## src/rtl/cpu_debug_ctl.sv

```systemverilog
// Host debug controller: halt/run/single-step the pipeline, PC breakpoint, state readback.
// Latency: response one cycle after command accept; STEP n>0 answers when the core re-halts.
// Backpressure: one command in flight; cmd_ready low while stepping or a response is unread.
// Ports: clk/rst_b (async active-low); pc_4a, kill_4a, stall_2a, st__top_0_2a observed pipeline
//   state; cmd_valid/cmd_ready/cmd_op/cmd_data host command channel; rsp_valid/rsp_ready/rsp_data
//   response channel; dbg_halt registered freeze, ORed into the stage-2 stall outside this block.
module cpu_debug_ctl #(
  parameter bit HALT_ON_RESET = 1'b0
) (
  input  logic        clk,
  input  logic        rst_b,
  input  logic [31:0] pc_4a,
  input  logic        kill_4a,
  input  logic        stall_2a,
  input  logic [34:0] st__top_0_2a,
  input  logic        cmd_valid,
  output logic        cmd_ready,
  input  logic [2:0]  cmd_op,
  input  logic [31:0] cmd_data,
  output logic        rsp_valid,
  input  logic        rsp_ready,
  output logic [31:0] rsp_data,
  output logic        dbg_halt
);

  typedef enum logic [1:0] {S_RUN, S_HALT, S_STEP} state_e;

  localparam logic [2:0] OP_HALT = 3'd1, OP_RUN = 3'd2, OP_STEP = 3'd3,
                         OP_SETBP = 3'd4, OP_CLRBP = 3'd5, OP_READ = 3'd6;

  state_e      state_q, state_d;
  logic        halt_q, halt_d;
  logic        bp_en_q, bp_en_d;
  logic        bp_hit_q, bp_hit_d;
  logic [31:0] bp_addr_q, bp_addr_d;
  logic [15:0] step_cnt_q, step_cnt_d;
  logic [31:0] cyc_cnt_q, cyc_cnt_d;
  logic        rsp_valid_q, rsp_valid_d;
  logic [31:0] rsp_data_q, rsp_data_d;

  logic        accept, bp_match, load_stat, load_read;
  logic [31:0] stat_cur, stat_nxt, read_val;

  // A micro-stall does not pause stepping or the cycle counter, so stall_2a has no effect here.
  logic unused_stall;
  assign unused_stall = stall_2a;

  assign cmd_ready = (state_q != S_STEP) & ~rsp_valid_q;
  assign accept    = cmd_valid & cmd_ready;
  assign bp_match  = bp_en_q & ~kill_4a & ~halt_q & (state_q != S_HALT) & (pc_4a == bp_addr_q);
  assign stat_cur  = {28'b0, bp_hit_q, bp_en_q, state_q == S_STEP, halt_q};

  always_comb begin
    case (cmd_data[2:0])
      3'd0:    read_val = pc_4a;
      3'd1:    read_val = st__top_0_2a[31:0];
      3'd2:    read_val = {29'b0, st__top_0_2a[34:32]};
      3'd3:    read_val = cyc_cnt_q;
      3'd4:    read_val = stat_cur;
      3'd5:    read_val = bp_addr_q;
      default: read_val = 32'hDEAD_BEEF;
    endcase
  end

  always_comb begin
    state_d     = state_q;
    bp_en_d     = bp_en_q;
    bp_hit_d    = bp_hit_q;
    bp_addr_d   = bp_addr_q;
    step_cnt_d  = step_cnt_q;
    cyc_cnt_d   = halt_q ? cyc_cnt_q : cyc_cnt_q + 32'd1;
    rsp_valid_d = rsp_valid_q & ~rsp_ready;
    rsp_data_d  = rsp_data_q;
    load_stat   = 1'b0;
    load_read   = 1'b0;

    // Step countdown: the cycle holding count 1 is the last free-running one.
    if (state_q == S_STEP) begin
      step_cnt_d = step_cnt_q - 16'd1;
      if (step_cnt_q == 16'd1) begin
        state_d   = S_HALT;
        load_stat = 1'b1;
      end
    end

    if (accept) begin
      case (cmd_op)
        OP_HALT: begin
          state_d   = S_HALT;
          load_stat = 1'b1;
        end
        OP_RUN: begin
          state_d   = S_RUN;
          bp_hit_d  = 1'b0;
          load_stat = 1'b1;
        end
        OP_STEP: begin
          // Zero-length step, or a step while running, just reports status.
          if (cmd_data[15:0] != 16'd0 && state_q == S_HALT) begin
            state_d    = S_STEP;
            step_cnt_d = cmd_data[15:0];
          end else begin
            load_stat = 1'b1;
          end
        end
        OP_SETBP: begin
          bp_addr_d = cmd_data;
          bp_en_d   = 1'b1;
          bp_hit_d  = 1'b0;
          load_stat = 1'b1;
        end
        OP_CLRBP: begin
          bp_en_d   = 1'b0;
          bp_hit_d  = 1'b0;
          load_stat = 1'b1;
        end
        OP_READ: load_read = 1'b1;
        default: load_stat = 1'b1;
      endcase
    end

    // Breakpoint overrides any same-cycle command's state change; a hit while stepping
    // terminates the step and releases its pending response.
    if (bp_match) begin
      state_d    = S_HALT;
      bp_hit_d   = 1'b1;
      step_cnt_d = 16'd0;
      if (state_q == S_STEP) load_stat = 1'b1;
    end

    halt_d   = (state_d == S_HALT);
    stat_nxt = {28'b0, bp_hit_d, bp_en_d, state_d == S_STEP, halt_d};

    if (load_read) begin
      rsp_valid_d = 1'b1;
      rsp_data_d  = read_val;
    end else if (load_stat) begin
      rsp_valid_d = 1'b1;
      rsp_data_d  = stat_nxt;
    end
  end

  always_ff @(posedge clk or negedge rst_b) begin
    if (!rst_b) begin
      state_q     <= HALT_ON_RESET ? S_HALT : S_RUN;
      halt_q      <= HALT_ON_RESET;
      bp_en_q     <= 1'b0;
      bp_hit_q    <= 1'b0;
      bp_addr_q   <= 32'h0;
      step_cnt_q  <= 16'h0;
      cyc_cnt_q   <= 32'h0;
      rsp_valid_q <= 1'b0;
      rsp_data_q  <= 32'h0;
    end else begin
      state_q     <= state_d;
      halt_q      <= halt_d;
      bp_en_q     <= bp_en_d;
      bp_hit_q    <= bp_hit_d;
      bp_addr_q   <= bp_addr_d;
      step_cnt_q  <= step_cnt_d;
      cyc_cnt_q   <= cyc_cnt_d;
      rsp_valid_q <= rsp_valid_d;
      rsp_data_q  <= rsp_data_d;
    end
  end

  assign dbg_halt  = halt_q;
  assign rsp_valid = rsp_valid_q;
  assign rsp_data  = rsp_data_q;

endmodule

```

## config.mk

```make
export PLATFORM = sky130hd
export DESIGN_NAME = cpu_debug_ctl
export DESIGN_NICKNAME = d
export VERILOG_FILES = /design/src/rtl/cpu_debug_ctl.sv
export SDC_FILE = /design/constraint.sdc
export NUM_CORES = 1
export LEC_CHECK = 0
export ABC_CLOCK_PERIOD_IN_PS = 3950
export BUFFER_PORTS_ARGS = -buffer_cell sky130_fd_sc_hd__buf_2
export CAP_MARGIN = 20
export CORE_MARGIN = 2
export CORE_UTILIZATION = 50
export DETAILED_ROUTE_END_ITERATION = 12
export HOLD_SLACK_MARGIN = 0.12
export PLACE_DENSITY = 0.81
export SLEW_MARGIN = 15
export SYNTH_ARGS = -nofsm -noshare
export SYNTH_HDL_FRONTEND = slang
export SYNTH_SLANG_ARGS = --single-unit
```

## constraint.sdc

```tcl
create_clock -name clk -period 3.95 [get_ports clk]
set_input_delay 0.395 -clock clk [delete_from_list [all_inputs] [get_ports clk]]
set_output_delay 0.395 -clock clk [all_outputs]
set_load 0.02 [all_outputs]
```

# Yosys cells after proc, flatten, opt, wreduce, memory -nomap -nowiden
# Index checks and enable logic that the tools add are counted.
# totals
output_inout_bits	35
reg_bits	118
inputBits	108
elab_cells	77
# op_classes
n_reduce_logical	6
n_addsub	2
n_mux	30
n_eq_ne	19
n_bitwise	11
# op_table
cell	count
one-hot mux 32 bit (6 select lines)	1
2-to-1 mux 16 bit	5
2-to-1 mux 32 bit	2
adder 32 x 1 -> 32 bit, second input constant	1
equality test 32 bit	1
equality test 16 x 1 -> 1 bit, second input constant	1
nonzero test 16 bit	1
subtractor 16 x 1 -> 16 bit, second input constant	1
equality test 3 bit, second input constant	5
2-to-1 mux 1 bit	14
equality test 3 x 2 -> 1 bit, second input constant	4
2-to-1 mux 2 bit	5
AND 1 bit	7
equality test 3 x 1 -> 1 bit, second input constant	2
one-hot mux 2 bit (3 select lines)	1
equality test 2 x 1 -> 1 bit, second input constant	2
equality test 2 bit, second input constant	2
inverter 1 bit	4
one-hot mux 1 bit (2 select lines)	2
zero test 3 bit	1
OR reduction 3 bit	1
!= test 2 x 1 -> 1 bit, second input constant	1
!= test 2 bit, second input constant	1
AND reduction 2 bit	1
other kinds (2)	2

# Longest topological paths before layout
# depth
depth_word	10
depth_mapped	9
mapped_depth_nobuf	8

# Worst setup path before layout
# OpenSTA, ideal clock, no wires.
# synth_timing
kind	register -> register
from	register state_q[1]
to	register bp_addr_q[10]
path_slack_ns	1.731
path_stages_with_launch	8
synth_period_minus_slack_ns	2.219
path_buffers	2
arrival_time_ns	2.094
setup_time_ns	0.125
required_ns	3.825
cell_sequence	dfrtp_1 -> nor2b_1 -> buf_2 -> nor2_1 -> nand2_1 -> nor3_2 -> buf_2 -> mux2_2
# synth_between
elab_chain_cells	4
# synth_lines
item	line	source
start: declaration	31	state_e state_q, state_d;
start signal: assignment	145	state_q <= HALT_ON_RESET ? S_HALT : S_RUN;
start signal: assignment	155	state_q <= state_d;
!= test 2 bit	48	assign cmd_ready = (state_q != S_STEP) & ~rsp_valid_q;
AND 1 bit	48	
net cmd_ready	17	output logic cmd_ready,
AND 1 bit	49	assign accept = cmd_valid & cmd_ready;
AND reduction 2 bit (no source line)	--	
end signal: assignment	159	bp_addr_q <= bp_addr_d;
end: declaration	35	logic [31:0] bp_addr_q, bp_addr_d;
# The timed path passes the listed nets, and every way through them passes these cells.
# A chain may end at the register's enable or synchronous reset.

# Final worst setup path
# layout_timing
from	register bp_addr_q[29]
to	register rsp_data_q[0], in the netlist rsp_data[0]
# layout_between
elab_chain_cells	6
word_cells_on_any_way	8
cone_classes	eq/ne (2); mux (4); bitwise (1); reduce/logical (1)
# layout_lines
item	line	source
equality test 32 bit (*)	50	assign bp_match = bp_en_q & ~kill_4a & ~halt_q & (state_q != S_HALT) & (pc_4a == bp_addr_q);
AND 1 bit (*)	50	
2-to-1 mux 2 bit	124	if (bp_match) begin
equality test 2 x 1 -> 1 bit	131	halt_d = (state_d == S_HALT);
2-to-1 mux 32 bit	137	end else if (load_stat) begin
2-to-1 mux 32 bit	134	if (load_read) begin
end signal: assignment	163	rsp_data_q <= rsp_data_d;
end: declaration	39	logic [31:0] rsp_data_q, rsp_data_d;
# Mark *: on every way between the ends. The rest lies on a longest branch, timed or not. The select of a mux whose other input is x is not followed.

==> impl_metrics.env <==
export IMPL_hold_path_class="input pin to flop"
export IMPL_cts_hold_fix_buffers=1
export IMPL_rows=41
export IMPL_relSlewSlack=0.389
export IMPL_yosys_area_top_type="dfrtp_1"
export IMPL_leakagePower_uw=0.00365
export IMPL_nets=862
export IMPL_final_cell_area_sq_mm=0.00806
export IMPL_r2r_start="bp_addr_q[29]$_DFFE_PN0P_"
export IMPL_peakVddDrop_uv=415
export IMPL_grt_use_met2=0.449
export IMPL_fp_dieH_um=118
export IMPL_drt_initial_drc_count=600
export IMPL_slew_violations=0
export IMPL_final_common_cell="buf_2"
export IMPL_drive_above_1_share=0.345
export IMPL_hpwl_um=13500
export IMPL_grt_pass1_wl_um=30300
export IMPL_reg2reg_to="rsp_data[0]$_DFFE_PN0P_"
export IMPL_gp_congestion=0.859
export IMPL_seq_area_frac_synth=0.455
export IMPL_synth_fp_nets=725
export IMPL_finClkSkew_ps=8.28
export IMPL_synth_cell_type_count=56
export IMPL_rsz0062_at_grt="false"
export IMPL_period_needed_ps=2530
export IMPL_vias_per_cell=5.99
export IMPL_ys_seq_elements=118
export IMPL_clk_pin_slew_ps=60
export IMPL_arrival_ps=2830
export IMPL_synth_edf_count=0
export IMPL_post_dp_cell_area_sq_mm=0.00736
export IMPL_die_area_sq_mm=0.0139
export IMPL_cts_tree="built"
export IMPL_hold_viol=0
export IMPL_outcome="finished clean"
export IMPL_overflow=0
export IMPL_tns_ps=0
export IMPL_maxCapViolCount=0
export IMPL_holdWs_ps=151
export IMPL_cts_resized=0
export IMPL_tightest_slew_ps=914
export IMPL_syn_area_per_cell_sq_um=10.6
export IMPL_core_area_sq_mm=0.0126
export IMPL_io_buffers=141
export IMPL_required_ps=4250
export IMPL_grtUsageMet1=0.368
export IMPL_routed_wl_um=19000
export IMPL_start_kind="flop"
export IMPL_initial_core_util=0.514
export IMPL_io_pins=143
export IMPL_synthesis_instances=614
export IMPL_finalPower_uw=5000
export IMPL_drt_first_pass_iters=5
export IMPL_grt_max_degree=65
export IMPL_clkLatencyLatePin_ps=420
export IMPL_ys_warn_count=0
export IMPL_worstHoldStart="rsp_ready"
export IMPL_final_core_util=0.638
export IMPL_post_cts_buffers=0
export IMPL_h_tree_depth=4
export IMPL_cts_sinks=118
export IMPL_wl_per_cell_um=20.3
export IMPL_yosys_top_cells_area="dfrtp_1, mux2_2, xor2_1"
export IMPL_min_to="rsp_valid$_DFF_PN0_"
export IMPL_reg2reg_depth=8
export IMPL_ant_nets=0
export IMPL_cts_max_path_buffers=2
export IMPL_critPathCaptureType="flop"
export IMPL_synth_top_area_frac=0.455
export IMPL_cts_inserted_buffers=17
export IMPL_r2r_slack_ps=1420
export IMPL_power_density_mw_per_mm2=621
export IMPL_num_fill_cells=980
export IMPL_crit_type="flop to flop"
export IMPL_worstPathMaxFanout=36
export IMPL_final_cell_mix="buf_2, dfrtp_1, mux2_2"
export IMPL_fmax_ghz=0.395
export IMPL_post_route_period_util=0.641
export IMPL_vias=5598
export IMPL_drcViolationCount=0
export IMPL_finalSetupViolations=0
export IMPL_grt_pass1_vias=5604
export IMPL_synthFlopType="dfrtp_1"
export IMPL_area_growth_pct=24.2
export IMPL_grt_busiest_layer="met2"
export IMPL_use_met3=0.0698
export IMPL_antenna_found_initial=1
export IMPL_cts_root_buf="clkbuf_16"
export IMPL_min_path_cells=2
export IMPL_async_flop_share=1.00
export IMPL_syn_cell_area_sq_mm=0.00649
export IMPL_grt_usage=0.281
export IMPL_die_width_um=118
-- final cells by class --
| type | count | area [sq um] | share of cell area |
|---|---|---|---|
| sequential | 118 | 2950 | 0.367 |
| multi-input combinational | 453 | 3370 | 0.418 |
| inverter | 6 | 22.5 | 0.00280 |
| antenna | 1 | 2.50 | 0.000311 |
| clock inverter | 8 | 194 | 0.0241 |
| timing repair buffer | 155 | 816 | 0.101 |
| clock buffer | 22 | 484 | 0.0601 |
| tap | 172 | 215 | 0.0267 |
-- where the power goes --
| group | switching [uW] | internal [uW] | total, uW | leakage, uW |
|---|---|---|---|---|
| combinational | 657 | 644 | 1300 | 0.00182 |
| sequential | 356 | 1560 | 1920 | 0.00150 |
| clock | 539 | 1240 | 1780 | 0.000332 |
| total | 1550 | 3450 | 5000 | 0.00365 |
-- metal layers --
metal	vias up	share of wire
met5	-	0
met4	0	0.030
met3	42	0.081
met2	299	0.47
met1	2741	0.42
li1	2516	-
-- state kept, by name, indices dropped and copies added (netlist names) --
signal	flops
dbg_halt	1
rsp_data	32
bp_addr_q	32
bp_en_q	1
state_q	2
bp_hit_q	1
step_cnt_q	16
cyc_cnt_q	32
rsp_valid	1
-- cells by family after synthesis --
group / count (synthesis) / synth area share
AOI/OAI and AO/OA: 133 / 0.148
xor gates and xnor gates: 77 / 0.104
adders and majority gates: 3 / 0.00579
buffers and inverters: 43 / 0.0276
DFF: 118 / 0.455
muxes: 67 / 0.116
and+or+nand+nor: 173 / 0.143
-- how the worst max path moves through the flow --
stage,to,slack [ps],start
after floorplan,bp_addr_q[10]$_DFFE_PN0P_,1730,state_q[1]$_DFF_PN0_
after global placement,rsp_data[0]$_DFFE_PN0P_,1390,pc_4a[20]
after detailed placement,rsp_data[0]$_DFFE_PN0P_,1370,pc_4a[20]
after CTS,rsp_data[0]$_DFFE_PN0P_,1430,bp_addr_q[29]$_DFFE_PN0P_
after global routing,rsp_data[0]$_DFFE_PN0P_,1260,bp_addr_q[29]$_DFFE_PN0P_
final,rsp_data[0]$_DFFE_PN0P_,1420,bp_addr_q[29]$_DFFE_PN0P_
-- critical path, cell delays in order, from the launching register on --
cell     delay [ps]
dfrtp_1         410
xor2_1          220
nor4_1          320
nand4_1         200
nor3_2          200
buf_4           280
a22oi_2         110
buf_4           280
o311a_1         370
-- per-stage QoR --
step / std cells / worst slack (ps)
floorplan: 614 / 1730
global placement: 903 / 1390
detailed placement: 903 / 1370
CTS: 934 / 1430
global route: 935 / 1260
finish: 935 / 1420
-- cells in the mapped netlist (3+ instances only) --
library cell,n
nand2_1,54
nor2b_1,6
a22o_1,29
nor2_1,35
nand4_1,7
ha_1,3
mux2_2,65
nand2b_1,11
buf_2,8
o21ai_0,18
inv_1,6
clkbuf_1,22
a221oi_1,20
nor3_1,6
buf_1,6
a22oi_1,12
a211oi_1,14
and4_1,3
dfrtp_1,118
a21oi_1,26
nor4_1,13
xor2_1,46
nand3_1,14
xnor2_1,31
No activity file was read; power rests on OpenSTA's default activity.
